$ cat src/rtl/fir_stream_mac.sv
// Streaming direct-form FIR: one shared multiplier/accumulator. FIR_ROUND_SAT_EN enables round-half-up and saturation on output.
// Latency TAPS+1 edges from acceptance to out_valid; in_ready only in IDLE, result held in OUT until out_ready.
module fir_stream_mac #(
    parameter int DATA_W    = 16,
    parameter int COEF_W    = 16,
    parameter int TAPS      = 51,
    parameter int ACC_W     = 40,
    parameter int OUT_SHIFT = 15
) (
    input  logic                      clk,
    input  logic                      rst,
    input  logic                      coef_we,
    input  logic [$clog2(TAPS)-1:0]   coef_addr,
    input  logic [COEF_W-1:0]         coef_data,
    input  logic                      hist_clr,
    input  logic                      in_valid,
    output logic                      in_ready,
    input  logic [DATA_W-1:0]         in_data,
    output logic                      out_valid,
    input  logic                      out_ready,
    output logic [DATA_W-1:0]         out_data,
    output logic                      busy
);
    localparam int AW = $clog2(TAPS);
    localparam int PW = DATA_W + COEF_W;
    localparam logic [AW-1:0] LAST = AW'(TAPS - 1);

    localparam logic [2:0] S_CLEAR = 3'd0;
    localparam logic [2:0] S_IDLE  = 3'd1;
    localparam logic [2:0] S_MAC   = 3'd2;
    localparam logic [2:0] S_DRAIN = 3'd3;
    localparam logic [2:0] S_OUT   = 3'd4;

    logic [2:0]               state_q, state_d;
    logic [AW-1:0]            clr_q, clr_d;
    logic [AW-1:0]            wptr_q, wptr_d;
    logic [AW-1:0]            rptr_q, rptr_d;
    logic [AW-1:0]            k_q, k_d;
    logic signed [ACC_W-1:0]  acc_q, acc_d;
    logic signed [PW-1:0]     prod_q, prod_d;
    logic                     out_vld_q, out_vld_d;
    logic [DATA_W-1:0]        out_dat_q, out_dat_d;

    logic [DATA_W-1:0]        hist_q [TAPS];
    logic [COEF_W-1:0]        coef_q [TAPS];

    logic [COEF_W-1:0]        rd_coef;
    logic [DATA_W-1:0]        rd_hist;
    logic signed [PW-1:0]     coef_ext, hist_ext, product;
    logic signed [ACC_W-1:0]  acc_sum;
    logic [DATA_W-1:0]        y_red;
    logic                     accept;

    assign in_ready  = (state_q == S_IDLE) && !hist_clr;
    assign accept    = in_valid && in_ready;
    assign busy      = (state_q != S_IDLE);
    assign out_valid = out_vld_q;
    assign out_data  = out_dat_q;

    assign rd_coef  = coef_q[k_q];
    assign rd_hist  = hist_q[rptr_q];
    assign coef_ext = {{(PW-COEF_W){rd_coef[COEF_W-1]}}, rd_coef};
    assign hist_ext = {{(PW-DATA_W){rd_hist[DATA_W-1]}}, rd_hist};
    assign product  = coef_ext * hist_ext;
    // The product register lags by one cycle, so acc always folds in the previous tap.
    assign acc_sum  = acc_q + {{(ACC_W-PW){prod_q[PW-1]}}, prod_q};

`ifdef FIR_ROUND_SAT_EN
    localparam logic signed [ACC_W-1:0] RND  = ACC_W'((ACC_W'(1) << OUT_SHIFT) >> 1);
    localparam logic signed [ACC_W-1:0] SMAX = {{(ACC_W-DATA_W+1){1'b0}}, {(DATA_W-1){1'b1}}};
    localparam logic signed [ACC_W-1:0] SMIN = ~SMAX;
    logic signed [ACC_W-1:0] rnd_shift;

    always_comb begin
        rnd_shift = (acc_sum + RND) >>> OUT_SHIFT;
        if (rnd_shift > SMAX)      y_red = SMAX[DATA_W-1:0];
        else if (rnd_shift < SMIN) y_red = SMIN[DATA_W-1:0];
        else                       y_red = rnd_shift[DATA_W-1:0];
    end
`else
    always_comb y_red = DATA_W'(acc_sum >>> OUT_SHIFT);
`endif

    always_comb begin
        state_d   = state_q;
        clr_d     = clr_q;
        wptr_d    = wptr_q;
        rptr_d    = rptr_q;
        k_d       = k_q;
        acc_d     = acc_q;
        prod_d    = prod_q;
        out_vld_d = out_vld_q;
        out_dat_d = out_dat_q;
        case (state_q)
            S_CLEAR: begin
                clr_d = clr_q + AW'(1);
                if (clr_q == LAST) begin
                    clr_d   = '0;
                    state_d = S_IDLE;
                end
            end
            S_IDLE: begin
                if (hist_clr) begin
                    clr_d   = '0;
                    state_d = S_CLEAR;
                end else if (in_valid) begin
                    acc_d   = '0;
                    prod_d  = '0;
                    k_d     = '0;
                    rptr_d  = wptr_q;
                    state_d = S_MAC;
                end
            end
            S_MAC: begin
                prod_d = product;
                acc_d  = acc_sum;
                k_d    = k_q + AW'(1);
                rptr_d = (rptr_q == '0) ? LAST : rptr_q - AW'(1);
                if (k_q == LAST) state_d = S_DRAIN;
            end
            S_DRAIN: begin
                acc_d     = acc_sum;
                out_dat_d = y_red;
                out_vld_d = 1'b1;
                state_d   = S_OUT;
            end
            S_OUT: begin
                if (out_ready) begin
                    out_vld_d = 1'b0;
                    wptr_d    = (wptr_q == LAST) ? '0 : wptr_q + AW'(1);
                    state_d   = S_IDLE;
                end
            end
            default: begin
                clr_d   = '0;
                state_d = S_CLEAR;
            end
        endcase
    end

    always_ff @(posedge clk or posedge rst) begin
        if (rst) begin
            state_q   <= S_CLEAR;
            clr_q     <= '0;
            wptr_q    <= '0;
            rptr_q    <= '0;
            k_q       <= '0;
            acc_q     <= '0;
            prod_q    <= '0;
            out_vld_q <= 1'b0;
            out_dat_q <= '0;
        end else begin
            state_q   <= state_d;
            clr_q     <= clr_d;
            wptr_q    <= wptr_d;
            rptr_q    <= rptr_d;
            k_q       <= k_d;
            acc_q     <= acc_d;
            prod_q    <= prod_d;
            out_vld_q <= out_vld_d;
            out_dat_q <= out_dat_d;
        end
    end

    // Storage arrays carry no reset: history is zeroed by CLEAR, coefficients by software.
    always_ff @(posedge clk) begin
        if (state_q == S_CLEAR)
            hist_q[clr_q] <= '0;
        else if (accept)
            hist_q[wptr_q] <= in_data;
        if (coef_we && (state_q == S_IDLE || state_q == S_CLEAR)
            && ({1'b0, coef_addr} < (AW+1)'(TAPS)))
            coef_q[coef_addr] <= coef_data;
    end
endmodule

$ cat config.mk
export PLATFORM = sky130hd
export DESIGN_NAME = fir_stream_mac
export DESIGN_NICKNAME = d
export VERILOG_FILES = /design/src/rtl/fir_stream_mac.sv
export SDC_FILE = /design/constraint.sdc
export NUM_CORES = 2
export LEC_CHECK = 0
export BUFFER_PORTS_ARGS = -buffer_cell sky130_fd_sc_hd__buf_2
export CAP_MARGIN = 20
export CORE_ASPECT_RATIO = 0.6
export CORE_MARGIN = 10
export CORE_UTILIZATION = 65
export CTS_BUF_LIST = sky130_fd_sc_hd__clkbuf_8
export DETAILED_ROUTE_END_ITERATION = 12
export HOLD_SLACK_MARGIN = 0.08
export PLACE_DENSITY = 0.81
export SYNTH_ARGS = -nofsm -noshare
export SYNTH_HDL_FRONTEND = slang
export SYNTH_SLANG_ARGS = --single-unit
$ cat constraint.sdc
create_clock -name clk -period 8.95 [get_ports clk]
set_input_delay 1.79 -clock clk [delete_from_list [all_inputs] [get_ports clk]]
set_output_delay 1.79 -clock clk [all_outputs]
set_load 0.05 [all_outputs]
==> reports/results.ini <==
[die]
dieWidth_um=469
dieArea_mm2=0.135
io_pins=63
row_count=98
core-area_mm2=0.119
start_util_pct=65.7
fp.dieH_um=289

[yosys]
synth_top_family_by_area=multiplexers
yosysWarnings=0
syn_inst=4409
synth_nets=4828
synth_mux_area_share_pct=14.6
synth_seq_cells=1738
yosysUniqueCellTypes=79
synth_compound_area_share_pct=3.20
synth_seq_area_share_pct=65.8
synthXorXnorAreaFrac_pct=0.687
synthFlopType=edfxtp_1
async_reset_ff_share_pct=6.10
yosys.area_share.simple_pct=4.21
synth.avg_cell_area_um2=17.8
synth_area_mm2=0.0785
synth_edf_count=1632
synth_adder_area_share_pct=8.44

[sta]
max_slew.worst_pin.slew_ns=1.12
min_period_ns=8.65
relSlewSlack_pct=25.3
slew_violations=0
hold_viol_final=0
setup_viol=0
fin_tns_setup_ns=0
fmax_ghz=0.116
layout_setup_ws_ns=0.302
rsz0062_at_grt=no
fin_worst_skew_ns=0.0812
fin_crit_sh_pct=96.6

[route]
num_vias=43200
viasPerCell=6.61
drtIter0Drc=6358
drtAntennaViolNets=0
drt_pass1_iterations=6
wl_per_cell_um=29.9
drt-total-wl_um=195000
drc_errors=0

[final_layout]
drive_gt1_share_pct=24.3
fin_area_mm2=0.0866
utilization_pct=72.5
area_growth_pct=10.3
final_cell_mix=edfxtp_1, mux4_2, inv_1, nor2_1, fa_1
layout.nets=5158
layout_commonest_cell=edfxtp_1

[worst_setup_path]
critPathSlowestCell=dfrtp_4
crit_top_cell=fa_1
worstPathArrival_ns=9.48
path_delay_family=adder cells
cp_max_fo=16
worstSetupPathType=flip-flop to flip-flop
cp_slowest_stage_delay_ns=0.59
critical_path_buf_inv_count=7
endpoint_kind=flip-flop
worst_setup_path_start_kind=flip-flop
required_ns=9.78

[outcome]
status=completed

[clock_tree]
clock_path_buffers=3
clkSlewWorstSetupHoldPaths_ns=0.08
cts_tree=done
root_buffer=clkbuf_8
cts.sinks=1738
cts_buffers=228
clkLatencyLatePin_ns=1.00
htreeDepth=4
cts_hold_buffers=0

[grt]
antenna_found_initial=9
grt_pass1_wl_um=291000
grt_overflow=0
grt_max_degree=61
grtUsageTotal_pct=29.4
grt_pass1_vias=43900

[worst_hold_path]
hp-class=flip-flop to flip-flop

[placed_design]
globalplace.congestion=0.974
post-place-ws_ns=0.290
placed_area_mm2=0.0818
dp_hpwl_um=127000
portBuffers=62

[job]
drv_cap=0

-- registers in the layout, summed over array words and instances, names as in the netlist --
signal and cells:
acc_q 31, wptr_q 6, k_q 6, clr_q 6
hist_q 816, out_valid 1, state_q 3, prod_q 31
out_data 16, rptr_q 6, coef_q 816
-- final timing paths --
path / endpoint / slack (ns) / cells past startpoint / startpoint
setup / recovery: prod_q[29]$_DFFE_PP0P_ / 0.30 / 29 / rptr_q[0]$_DFFE_PP0P_
max in group asynchronous: k_q[2]$_DFFE_PP0P_ / 6.61 / 3 / rst
hold / removal: out_data[1]$_DFFE_PP0P_ / 0.49 / 2 / out_data[1]$_DFFE_PP0P_
setup reg to reg: prod_q[29]$_DFFE_PP0P_ / 0.30 / 29 / rptr_q[0]$_DFFE_PP0P_
min in group asynchronous: out_data[1]$_DFFE_PP0P_ / 0.99 / 2 / rst
hold reg to reg: out_data[1]$_DFFE_PP0P_ / 0.49 / 2 / out_data[1]$_DFFE_PP0P_
-- layout make-up --
class	count	area [um^2]
Sequential cell	1738	51700
Fill cell	6899	32900
Multi-Input combinational cell	2136	24600
Clock buffer	231	3180
Timing Repair Buffer	303	2610
Tap cell	1600	2000
Inverter	332	1250
Clock inverter	188	1240
Antenna cell	6	15.0
-- Yosys cell counts (8+ instances only) --
master    number  area [um^2]
a211oi_1      10         75.1
a21o_1        25          188
a21oi_1       63          315
a22oi_1       13         97.6
a31oi_1       12         75.1
and3_1        25          156
buf_1         18         67.6
buf_2         62          310
buf_4         36          270
buf_6         16          180
clkbuf_1      68          255
dfrtp_1      106         2650
edfxtp_1    1632        49000
fa_1         257         5140
ha_1         118         1480
inv_1        325         1220
mux2_2        27          304
mux2i_1       69          691
mux4_1         8          210
mux4_2       454        10200
nand2_1      234          878
nand2b_1      42          263
nand3_1       62          310
nand3b_1      10         75.1
nor2_1       295         1110
nor2b_1       21          131
nor3_1        18         90.1
o211ai_1      19          143
o21ai_0      153          766
o21ai_1        9         45.0
o31ai_1       17          128
or2_2         12         75.1
or3_1          8         50.1
xnor2_1       35          307
xor2_1        24          210
-- logic make-up (layout without fill, tap and decap cells) --
logic type	count (synthesis)	after routing
xor gates and xnor gates	60	60
adders and majority gates	375	375
buffers and inverters	535	1054
and+or+nand+nor	751	751
other	0	6
AOI/OAI and AO/OA	392	392
muxes	558	558
DFF	1738	1738
-- metrics by stage --
| stage | hold WS, ns | cells |
|---|---|---|
| floorplan | 0.454 | 4409 |
| global placement | 0.459 | 6091 |
| detailed placement | 0.467 | 6095 |
| CTS | 0.485 | 6514 |
| global route | 0.520 | 6533 |
| finish | 0.486 | 6534 |
-- timing repair --
item | in CTS | in global routing
endpoints found under the setup margin | 0 | 6
gates resized for setup | 0 | 13
buffers inserted | 0 | 7
-- layer usage --
metal / vias to the layer above / wire length, um / global-route usage (%)
li1: 17500 / - / -
met1: 22100 / 74700 / 44.6
met2: 3149 / 84300 / 41.0
met3: 370 / 31500 / 10.1
met4: 4 / 4760 / 8.41
met5: - / 28 / 0
-- worst register-to-register path, delay by kind of cell (launching register included) --
family | cells | cell delay (ns)
muxes | 2 | 1.05
DFF | 1 | 0.59
and+or+nand+nor | 4 | 0.63
buffers and inverters | 7 | 0.95
AOI/OAI and AO/OA | 9 | 2.08
adders and majority gates | 7 | 3.25
Power is not shown: default switching activity piles up to over one toggle a cycle in this logic, so the estimate is an artifact.
